<file path="config.mk">
export PLATFORM = sky130hd
export DESIGN_NAME = dg_gate_tt_sequencer
export DESIGN_NICKNAME = d
export VERILOG_FILES = /design/src/rtl/dg_gate_tt_sequencer.sv
export SDC_FILE = /design/constraint.sdc
export NUM_CORES = 1
export LEC_CHECK = 0
export ABC_AREA = 1
export CAP_MARGIN = 20
export CORE_MARGIN = 5
export CORE_UTILIZATION = 29
export CTS_CLUSTER_DIAMETER = 120
export DETAILED_ROUTE_END_ITERATION = 16
export SLEW_MARGIN = 20
export SYNTH_ARGS = -nofsm -noshare
export SYNTH_HDL_FRONTEND = slang
export SYNTH_SLANG_ARGS = --single-unit
</file>
<file path="constraint.sdc">
create_clock -name clk -period 4.9 [get_ports clk]
set_clock_uncertainty 0.1 [all_clocks]
set_input_delay 0.98 -clock clk [delete_from_list [all_inputs] [get_ports clk]]
set_output_delay 0.98 -clock clk [all_outputs]
set_load 0.02 [all_outputs]
</file>
<file path="src/rtl/dg_gate_tt_sequencer.sv">
// Truth-table characterisation sequencer for a 4-input, 1-output cell model.
// Steps {a,b,c,d} through all 16 vectors and holds each one for SETTLE+1 cycles.
// It captures each response as low (00), high (01) or floating (10).
// Each capture is compared against EXP_TT, where 11 marks a don't-care entry.
// Optional feature macro: DG_TT_STOP_ON_MISMATCH_EN. When it is defined, the run
// ends at the first mismatching capture.
module dg_gate_tt_sequencer #(
  parameter int unsigned SETTLE = 2,
  parameter logic [31:0] EXP_TT = 32'h0000_0000
) (
  input  logic        clk,
  input  logic        rst,
  input  logic        start,
  output logic        a,
  output logic        b,
  output logic        c,
  output logic        d,
  input  logic        y,
  input  logic        y_z,
  output logic        busy,
  output logic        done,
  output logic [31:0] tt,
  output logic [15:0] mismatch,
  output logic [4:0]  mism_cnt,
  output logic        pass,
  output logic        aborted
);

  // A settle value of 0 is treated as 1, so every vector is held at least 2 cycles.
  localparam int unsigned SETTLE_EFF = (SETTLE < 1) ? 1 : SETTLE;
  localparam int unsigned HOLD       = SETTLE_EFF + 1;
  localparam int unsigned CW         = $clog2(HOLD);
  localparam logic [CW-1:0] CNT_LAST = CW'(HOLD - 1);

  // NEXT and DONE are folded into the capture edge, so only two states are needed.
  typedef enum logic {
    IDLE  = 1'b0,
    DRIVE = 1'b1
  } state_t;

  state_t        state;
  state_t        state_nxt;
  logic [3:0]    idx;
  logic [CW-1:0] cnt;

  logic          accept_c;
  logic          capture_c;
  logic          miss_c;
  logic          stop_c;
  logic          finish_c;
  logic [1:0]    cap_code_c;
  logic [1:0]    exp_code_c;
  logic [4:0]    cnt_nxt_c;

  // State register
  always_ff @(posedge clk) begin
    if (rst) state <= IDLE;
    else     state <= state_nxt;
  end

  // Next-state logic
  always_comb begin
    state_nxt = state;
    case (state)
      IDLE:    if (accept_c) state_nxt = DRIVE;
      DRIVE:   if (finish_c) state_nxt = IDLE;
      default: state_nxt = IDLE;
    endcase
  end

  // Control strobes: run acceptance, capture, compare result and end-of-run
  always_comb begin
    accept_c   = 1'b0;
    capture_c  = 1'b0;
    cap_code_c = y_z ? 2'b10 : {1'b0, y};
    exp_code_c = EXP_TT[{idx, 1'b0} +: 2];
    case (state)
      IDLE:    accept_c  = start;
      DRIVE:   capture_c = (cnt == CNT_LAST);
      default: ;
    endcase
    miss_c = capture_c && (exp_code_c != 2'b11) && (cap_code_c != exp_code_c);
`ifdef DG_TT_STOP_ON_MISMATCH_EN
    stop_c = miss_c;
`else
    stop_c = 1'b0;
`endif
    finish_c  = capture_c && ((idx == 4'd15) || stop_c);
    cnt_nxt_c = mism_cnt + 5'(miss_c);
  end

  // Datapath: vector drive, settle counter, capture, compare and result registers
  always_ff @(posedge clk) begin
    if (rst) begin
      busy         <= 1'b0;
      done         <= 1'b0;
      idx          <= 4'd0;
      cnt          <= '0;
      {a, b, c, d} <= 4'b0000;
      tt           <= 32'h0;
      mismatch     <= 16'h0;
      mism_cnt     <= 5'd0;
      pass         <= 1'b0;
      aborted      <= 1'b0;
    end else begin
      done <= 1'b0;
      if (accept_c) begin
        busy         <= 1'b1;
        idx          <= 4'd0;
        cnt          <= '0;
        {a, b, c, d} <= 4'b0000;
        tt           <= 32'h0;
        mismatch     <= 16'h0;
        mism_cnt     <= 5'd0;
        pass         <= 1'b0;
        aborted      <= 1'b0;
      end else if (state == DRIVE) begin
        if (capture_c) begin
          tt[{idx, 1'b0} +: 2] <= cap_code_c;
          mismatch[idx]        <= miss_c;
          mism_cnt             <= cnt_nxt_c;
          cnt                  <= '0;
          if (finish_c) begin
            busy         <= 1'b0;
            done         <= 1'b1;
            {a, b, c, d} <= 4'b0000;
            aborted      <= stop_c;
            pass         <= (cnt_nxt_c == 5'd0) && !stop_c;
          end else begin
            idx          <= idx + 4'd1;
            {a, b, c, d} <= idx + 4'd1;
          end
        end else begin
          cnt <= cnt + CW'(1);
        end
      end
    end
  end

endmodule

</file>
==> results_dict.tcl <==
set metrics [dict create \
    outcome "finished clean" \
    layout.nets 478 \
    initial_core_util 0.298 \
    htree_levels 3 \
    clkSlewWorstSetupHoldPaths_ns 0.07 \
    syn_nets 414 \
    die_area_um2 12100 \
    syn_area_per_cell_um2 7.22 \
    p_leak_nw 1.48 \
    cts-buffers-inserted 9 \
    synth-simple-area-share 0.288 \
    crit_path_start "y_z" \
    clock_path_buffers 2 \
    intPower_w 0.000755 \
    cp.depth 11 \
    core_area_um2 9770 \
    rrSetupSlack_ns 2.49 \
    whs_ns 0.364 \
    fin_tns_setup_ns 0 \
    dp_hpwl_mm 5.37 \
    antenna_found_initial 0 \
    synth_seq_cells 67 \
    dp_slack_ns 1.75 \
    synth_top_family_by_area "simple AND/OR/NAND/NOR gates" \
    worstMarginPinSlew_ns 0.733 \
    drc_errors 0 \
    vias_per_cell 4.42 \
    maxSlewViolCount 0 \
    cellPowerDensity_nw_per_um2 258 \
    insertedDiodeCount 0 \
    switching_share 0.235 \
    final_cell_mix "nor2_1, nand2_1, dfxtp_1" \
    ctsHoldBuffers 0 \
    syn_area_um2 2910 \
    p_switching_w 0.000232 \
    ir_worst_vdd_mv 0.0974 \
    die_y_um 110 \
    netlist_instances 403 \
    r2r_end "pass$_SDFFE_PP0P_" \
    crit_chain "clkdlybuf4s50_1, nor2_1, buf_4, nor2_1, ha_1, ha_1, xnor2_1, nand2_1, nor3_1, nand2_1, nand2_1" \
    clock_power_share 0.395 \
    grt_usage 0.125 \
    maxCapViolations 0 \
    path_common_cell "nand2_1" \
    cp_slowest_stage_delay_ns 0.57 \
    critPathBufInv 2 \
    first_pass_iters 4 \
    synth_compound_area_frac 0.133 \
    cts_setup_buffers 0 \
    grt_max_degree 44 \
    clk_latency_ns 0.34 \
    worstReg2RegStart "state$_SDFF_PP0_" \
    first_global_vias 2586 \
    io-pin-count 66 \
    rsz0062_at_grt "no" \
    fin_ws_ns 2.05 \
    wl_per_cell_um 11.9 \
    grt_pass1_wl_mm 11.8 \
    root_buffer "clkbuf_8" \
    die_w_um 110 \
    crit_required_ns 5.08 \
    num_rows 36 \
    synth_fa_ha_area_frac 0.0258 \
    port_buffers 64 \
    setup_viol 0 \
    cp_max_fo 15 \
    ys_seq_area_frac 0.461 \
    period_share 0.581 \
    vias 2669 \
    muxShareOfSynthArea 0 \
    wl_mm 7.21 \
    cts_resized 0 \
    ff2ff_path_depth 11 \
    area_growth_pct 31.4 \
    critPathArrivalTime_ns 3.03 \
    hp-class "reg -> reg" \
    cp_slowest_cell "clkdlybuf4s50_1" \
    critPathKind "in -> reg" \
    final_cell_area_um2 3820 \
    ys_warn_count 0 \
    antenna_left 0 \
    worstSetupEndpoint "pass$_SDFFE_PP0P_" \
    cp-end-kind "flop" \
    start_kind "primary input" \
    synthDistinctLibCells 28 \
    p_comb_frac 0.047 \
    path_delay_family "buffers and inverters" \
    drt_first_iter_violations 104 \
    mostFrequentLayoutCell "nor2_1" \
    hold_violations 0 \
    fmax_mhz 351 \
    globalRouteOverflowTotal 0 \
    cts_sinks 67 \
    seqPwrFrac 0.558 \
    synth-xor-area-share 0.0236 \
    place_area_um2 3660 \
    cts_tree "yes" \
    slew_headroom 0.511 \
    place_congestion 0.782 \
    drive_above_1_share 0.0637 \
    post-route-min-period_ns 2.85 \
]
[worst min path at each step]
| stage | to | from | depth (start not counted) | slack [ns] |
|---|---|---|---|---|
| floorplan | cnt[1]$_SDFFE_PP0P_ | cnt[1]$_SDFFE_PP0P_ | 2 | 0.36 |
| global placement | busy$_SDFFE_PP0P_ | busy$_SDFFE_PP0P_ | 2 | 0.35 |
| detailed placement | busy$_SDFFE_PP0P_ | busy$_SDFFE_PP0P_ | 2 | 0.35 |
| CTS | busy$_SDFFE_PP0P_ | busy$_SDFFE_PP0P_ | 2 | 0.37 |
| global route | busy$_SDFFE_PP0P_ | busy$_SDFFE_PP0P_ | 2 | 0.41 |
| finish | busy$_SDFFE_PP0P_ | busy$_SDFFE_PP0P_ | 2 | 0.36 |
[logic make-up (layout without fill, tap and decap cells)]
kind of cell | after synthesis | after routing
flops | 67 | 67
compound gates | 76 | 76
buf+inv | 47 | 115
simple gates | 199 | 199
other cells | 1 | 1
xor+xnor | 7 | 7
fa+ha+maj | 6 | 6
[through the flow]
step	total power [W]	instances	utilization
floorplan	0.000595	403	-
global placement	0.000609	589	0.375
detailed placement	0.000610	589	0.375
CTS	0.00100	604	0.391
global route	0.00103	604	0.391
finish	0.000987	604	0.391
[sequential cells by signal (all words and copies together), names as in the netlist]
name	flops
state	1
c	1
mism_cnt	5
d	1
pass	1
busy	1
a	1
b	1
tt	32
done	1
mismatch	16
cnt	2
idx	4
[cell type report]
class                   instances  area, um^2
clock buffers                  12         145
clock inverters                 3        15.0
fillers                      1045        5950
inverters                      34         128
multi-input cells             289        1370
flip-flops and latches         67        1340
well taps                     133         166
repair buffers                 66         656
[synthesized netlist by cell type]
cell | instances | area, um^2
xor2_2 | 1 | 16.3
xor2_1 | 4 | 35.0
nor2_4 | 2 | 22.5
o21ai_0 | 30 | 150
inv_1 | 33 | 124
inv_2 | 1 | 3.75
xnor2_1 | 2 | 17.5
buf_4 | 3 | 22.5
clkbuf_1 | 8 | 30.0
nand2_2 | 4 | 25.0
a21oi_1 | 42 | 210
nand4_1 | 2 | 12.5
buf_6 | 1 | 11.3
nand3_2 | 2 | 20.0
nor2_2 | 4 | 25.0
a211oi_1 | 1 | 7.51
nand3_1 | 13 | 65.1
nand2_1 | 77 | 289
nor4_1 | 3 | 18.8
conb_1 | 1 | 3.75
o21ai_1 | 1 | 5.00
ha_1 | 6 | 75.1
buf_2 | 1 | 5.00
nor3_1 | 12 | 60.1
nor2_1 | 80 | 300
a31oi_1 | 1 | 6.26
a21oi_2 | 1 | 8.76
dfxtp_1 | 67 | 1340
[routing by layer]
| layer | global-route usage | up-vias | wire (um) |
|---|---|---|---|
| met5 | 0 | - | 0 |
| met4 | 0.0510 | 0 | 86 |
| met2 | 0.198 | 54 | 3240 |
| met3 | 0.0437 | 10 | 492 |
| li1 | - | 1431 | - |
| met1 | 0.155 | 1174 | 3390 |
[tightest hold or removal path: cells and delay by family (launching register included)]
family | cells | cell delay (ns)
flip-flops | 1 | 0.31
AND/OR/NAND/NOR | 1 | 0.06
AO/OA/AOI/OAI | 1 | 0.05
[power groups by stage]
stage	registers (W)	clock network [W]	logic [W]
after floorplan	0.000565	0	0.0000302
after global placement	0.000563	0	0.0000457
after detailed placement	0.000563	0	0.0000466
after CTS	0.000551	0.000404	0.0000467
after global routing	0.000551	0.000421	0.0000533
final	0.000551	0.000390	0.0000464
Note: power is estimated with default switching activity, not from simulation.
==> patch 1 (same flow settings) <==
Add a define of `DG_TT_STOP_ON_MISMATCH_EN`.
--- a/src/rtl/dg_gate_tt_sequencer.sv
+++ b/src/rtl/dg_gate_tt_sequencer.sv
@@ -6,2 +6,4 @@
 // ends at the first mismatching capture.
+`define DG_TT_STOP_ON_MISMATCH_EN
+
 module dg_gate_tt_sequencer #(
Behaviour: not the same (a bounded check fails within 10 cycles, from zero or initial values and one cycle with rst high).
==> patch 1 against the original RTL <==
Core utilization is 0.50 points lower; design area is 2.9% higher; final cell count is 2.0% higher; worst setup slack worse by 0.053 ns; total power is 2.1% higher; wire length is 6.1% higher; largest cell class unchanged; synthesized area is 3.1% higher; sequential cell count is 1 higher; largest power group unchanged; critical endpoint is now mismatch[0]; maximum frequency is 1.8% lower.
==> patch 1: results (changes against the original RTL) <==
Run status
  • Status: complete, no violations

Power
  • Max VDD drop: 0.00009916 V (+1.8%)
  • Net Switching: 0.0002421 W (+4.4%)
  • Pleak: 1.524 nW (+3.1%)

Synthesis
  • Post-synthesis xor/xnor area fraction: 2.002% (-0.36 points)
  • Mux contribution to synthesized area: 0% (unchanged)
  • Post-synth top cells: nand2_1, nor2_1, dfxtp_1
  • Seq/Total Area, Yosys: 45.37% (-0.70 points)
  • Post-Syn Nets: 421 (+1.7%)
  • Compound-cell area share of the yosys netlist: 12.30% (-1.0 points)
  • Synth top area cells: dfxtp_1, nand2_1, nor2_1
  • Post-synthesis async set-or-reset flop share: 0% (unchanged)
  • Post-synth cell types: 33 (+18%)
  • Yosys warnings: 0 (unchanged)
  • Adder-cell share of the synthesized area: 2.502% (-0.076 points)

Global route
  • Largest net degree at the start of global routing: 42 (-4.5%)
  • Initial antenna violation count: 0 (unchanged)
  • Total track usage: 12.46% (-0.043 points)
  • First-pass GRT wire length: 12770 um (+8.1%)
  • Number of global-route vias before repair: 2688 (+3.9%)

Drt
  • Met3 WL: 502 um (+2.0%)
  • Drt first-iter violations: 97 (-6.7%)
  • Avg Vias per Cell: 4.450 (+0.70%)
  • DRT Pass-1 Iters: 4 (unchanged)
  • WL/cell: 12.42 um (+4.1%)
  • Top layer in use: met4
  • Routed met2 length: 3563 um (+9.8%)
  • Wl on met1: 3501 um (+3.4%)

Critical path
  • Worst-path fanout max: 41 (+26)
  • Endpoint arrival time on the critical path: 3.04 ns (about the same)

Layout
  • Biggest registers after layout: tt x32, mismatch x16, mism_cnt x5
  • ANT cells: 0 (unchanged)
  • Fillers: 1079 (+3.3%)
  • Post-layout util: 38.64% (-0.50 points)
  • Layout cell share with drive strength beyond 1: 7.917% (+1.5 points)
  • Nets: 486 (+1.7%)

Place
  • DP Worst Slack: 1.635 ns (-0.1099 ns)
  • Gpl congestion: 0.7708 (-1.4%)
  • Dpl cell area: 0.003766 mm2 (+2.8%)
  • DP HPWL: 5735 um (+6.9%)
  • # port buffers: 65 (+1.6%)

Clock network
  • Root buffer cell: clkbuf_8
  • Worst-Skew Late Latency: 0.34 ns (about the same)
  • Cells resized by post-CTS repair: 0 (unchanged)
  • Reg clk slew, reported paths: 0.07 ns (about the same)
  • Clock buffer depth: 2 (unchanged)
  • CTS Buf Count: 9 (unchanged)
  • H-tree depth: 3 (unchanged)
  • Setup Buffers After CTS: 0 (unchanged)

STA
  • Tightest Pin Transition: 0.7317 ns (-0.001290 ns)

Min path
  • Worst hold path class: reg -> reg
-- patch 1: kinds of logic (layout without fill, tap and decap cells) --
kind of cell | after synthesis | after routing
adders and majority gates | 6 | 6
buffers and inverters | 48 | 118
xor gates and xnor gates | 6 | 6
DFF | 68 | 68
AOI/OAI and AO/OA | 69 | 69
and+or+nand+nor | 213 | 213
-- patch 1: metrics by stage --
step / total power, W / instances
2_1_floorplan: 0.0006033 / 410
3_3_place_gp: 0.0006191 / 600
3_5_place_dp: 0.0006204 / 600
4_1_cts: 0.001022 / 616
5_1_grt: 0.001054 / 616
6_report: 0.001008 / 616
-- patch 1: metal layers --
layer	GRT usage, %	vias up
li1	-	1452
met1	15.35	1231
met2	19.90	49
met3	5.272	9
met4	3.650	0
met5	0	-
-- patch 1: critical path, stage by stage --
cell and delay, ns:
clkdlybuf4s50_1 0.40, inv_1 0.07, nor2_1 0.06, nor2_2 0.08
buf_4 0.34, clkinv_1 0.68, a211oi_1 0.41
-- patch 1: power by group through the flow --
stage               combinational, W  clock (W)  sequential, W
floorplan                  0.0000289          0       0.000574
global placement           0.0000467          0       0.000572
detailed placement         0.0000478          0       0.000573
CTS                        0.0000479   0.000415       0.000560
global route               0.0000531   0.000441       0.000560
finish                     0.0000471   0.000401       0.000560
-- patch 1: final timing paths --
path                            start     endpoint  slack, ns  depth (start not counted)
worst max-delay path            start  mismatch[0]       2.00                          7
worst min-delay path            tt[9]        tt[9]       0.37                          2
worst max register to register  state  mism_cnt[4]       2.58                         11
worst min register to register  tt[9]        tt[9]       0.37                          2
-- patch 1: cell type report --
| type | count | share of cell area (%) |
|---|---|---|
| flip-flops and latches | 68 | 34.59 |
| inverters | 35 | 3.339 |
| well taps | 136 | 4.324 |
| clock inverters | 5 | 0.6995 |
| multi-input cells | 294 | 36.53 |
| clock buffers | 11 | 3.593 |
| repair buffers | 67 | 16.92 |
==> patch 2 (same settings) <==
Made on the original files. Add an input register stage for `start`, `y` and `y_z`, cleared by the reset; this delays them by one clock.
--- a/src/rtl/dg_gate_tt_sequencer.sv
+++ b/src/rtl/dg_gate_tt_sequencer.sv
@@ -40,2 +40,18 @@
 
+  logic start_q;
+  logic y_q;
+  logic y_z_q;
+
+  always_ff @(posedge clk) begin
+    if (rst) begin
+      start_q <= '0;
+      y_q     <= '0;
+      y_z_q   <= '0;
+    end else begin
+      start_q <= start;
+      y_q     <= y;
+      y_z_q   <= y_z;
+    end
+  end
+
   state_t        state;
@@ -74,6 +90,6 @@
     capture_c  = 1'b0;
-    cap_code_c = y_z ? 2'b10 : {1'b0, y};
+    cap_code_c = y_z_q ? 2'b10 : {1'b0, y_q};
     exp_code_c = EXP_TT[{idx, 1'b0} +: 2];
     case (state)
-      IDLE:    accept_c  = start;
+      IDLE:    accept_c  = start_q;
       DRIVE:   capture_c = (cnt == CNT_LAST);
Function: changed (a bounded check fails within 4 cycles, from zero or initial values and one cycle with rst high).
==> patch 2 against the original RTL <==
Worst setup slack better by 0.30 ns; total power up 15%; sequential cell count up 3; clock power up 31%; design area up 3.9%; wire length up 5.1%; die area up 2.6%; synthesized area up 2.9%; count of clock-buffer cells in the layout unchanged; register-to-register slack worse by 0.10 ns; final cell count up 1.8%.
==> patch 2: results (changes against the original RTL) <==
Run status
  • Status: complete, no violations

Layout
  • Fillers: 1088 (+4.1%)
  • Nets: 485 (+1.5%)
  • Layout cell share with drive strength beyond 1: 7.307% (+0.94 points)
  • Biggest registers after layout: tt x32, mismatch x16, mism_cnt x5
  • ANT cells: 0 (unchanged)
  • Design Area, Final: 0.003975 mm2 (+3.9%)

Synthesis
  • Post-synthesis async set-or-reset flop share: 0% (unchanged)
  • Post-synthesis xor/xnor area fraction: 2.297% (-0.066 points)
  • Synth top area cells: dfxtp_1, nor2_1, nand2_1
  • Post-Syn Nets: 421 (+1.7%)
  • Post-synth top cells: nor2_1, dfxtp_1, nand2_1
  • Mux contribution to synthesized area: 0% (unchanged)
  • Post-synth cell types: 29 (+3.6%)
  • Compound-cell area share of the yosys netlist: 13.20% (-0.12 points)
  • Seq/Total Area, Yosys: 46.78% (+0.72 points)
  • Adder-cell share of the synthesized area: 2.506% (-0.072 points)

Drt
  • WL final: 7575 um (+5.1%)
  • Avg Vias per Cell: 4.418 (about the same)
  • DRT Pass-1 Iters: 5 (+1)
  • Drt first-iter violations: 114 (+9.6%)

Power
  • Max VDD drop: 0.0001697 V (+74%)
  • Pleak: 1.575 nW (+6.5%)

Critical path
  • Endpoint arrival time on the critical path: 2.74 ns (-0.29 ns)
  • Max stage delay on crit path: 0.49 ns (-0.08 ns)
  • Worst-path fanout max: 43 (+28)

Clock network
  • CTS Buf Count: 9 (unchanged)
  • Worst-Skew Late Latency: 0.34 ns (about the same)
  • Cells resized by post-CTS repair: 0 (unchanged)
  • H-tree depth: 3 (unchanged)
  • Clock buffer depth: 2 (unchanged)
  • Setup Buffers After CTS: 0 (unchanged)
  • Reg clk slew, reported paths: 0.07 ns (about the same)

Place
  • DP Worst Slack: 1.977 ns (+0.2320 ns)
  • Gpl congestion: 0.7806 (-0.12%)
  • Dpl cell area: 0.003760 mm2 (+2.6%)
  • # port buffers: 64 (unchanged)
  • DP HPWL: 5559 um (+3.6%)

Global route
  • First-pass GRT wire length: 12520 um (+6.0%)
  • Largest net degree at the start of global routing: 44 (unchanged)
  • Initial antenna violation count: 0 (unchanged)
  • Total track usage: 12.21% (-0.30 points)
  • Grt ovf: 0 (unchanged)
  • Number of global-route vias before repair: 2606 (+0.77%)

STA
  • Rel. slew slack: 38.40% (-13 points)
patch 2: logic make-up (layout without fill, tap and decap cells):
family	count (synthesis)	after routing
and+or+nand+nor	199	199
AOI/OAI and AO/OA	76	76
DFF	70	70
buffers and inverters	51	120
xor gates and xnor gates	7	7
adders and majority gates	6	6
other	1	1
patch 2: per-layer routing:
metal | share of wire, % | global-route usage [%]
met1 | 48 | 15.74
met4 | 1.3 | 3.650
met3 | 6.1 | 4.185
met2 | 45 | 19.34
met5 | 0 | 0
patch 2: where the power goes:
group / total [W] / switching, W / internal, W
Combinational: 0.0000474 / 0.0000322 / 0.0000152
Clock: 0.000509 / 0.000209 / 0.000299
Sequential: 0.000578 / 0.00000504 / 0.000573
Total: 0.00113 / 0.000247 / 0.000888
patch 2: worst max-delay path, delay by kind of cell:
family	cells	cell delay [ns]
AND/OR/NAND/NOR	1	0.13
AO/OA/AOI/OAI	2	0.32
buffers and inverters	4	1.29
patch 2: cell type report:
| class | count | area share, % |
|---|---|---|
| clock buffer | 12 | 3.651 |
| clock inverter | 4 | 1.763 |
| inverter | 39 | 3.683 |
| multi-input combinational | 289 | 35.06 |
| sequential | 70 | 35.25 |
| tap | 136 | 4.281 |
| timing repair buffer | 65 | 16.30 |
patch 2: path summary, 6_finish.rpt:
path,startpoint,endpoint,slack [ns],cells past startpoint
hold / removal,start_q,state,0.36,2
setup reg to reg,y_z_q,pass,2.39,8
setup / recovery,rst,mism_cnt[3],2.36,7
hold reg to reg,start_q,state,0.36,2
patch 2: through the flow:
| stage | instances | hold slack [ns] |
|---|---|---|
| 5_1_grt | 615 | 0.3879 |
| 4_1_cts | 615 | 0.3622 |
| 3_3_place_gp | 599 | 0.3396 |
| 3_5_place_dp | 599 | 0.3514 |
| 6_report | 615 | 0.3601 |
| 2_1_floorplan | 410 | 0.3320 |
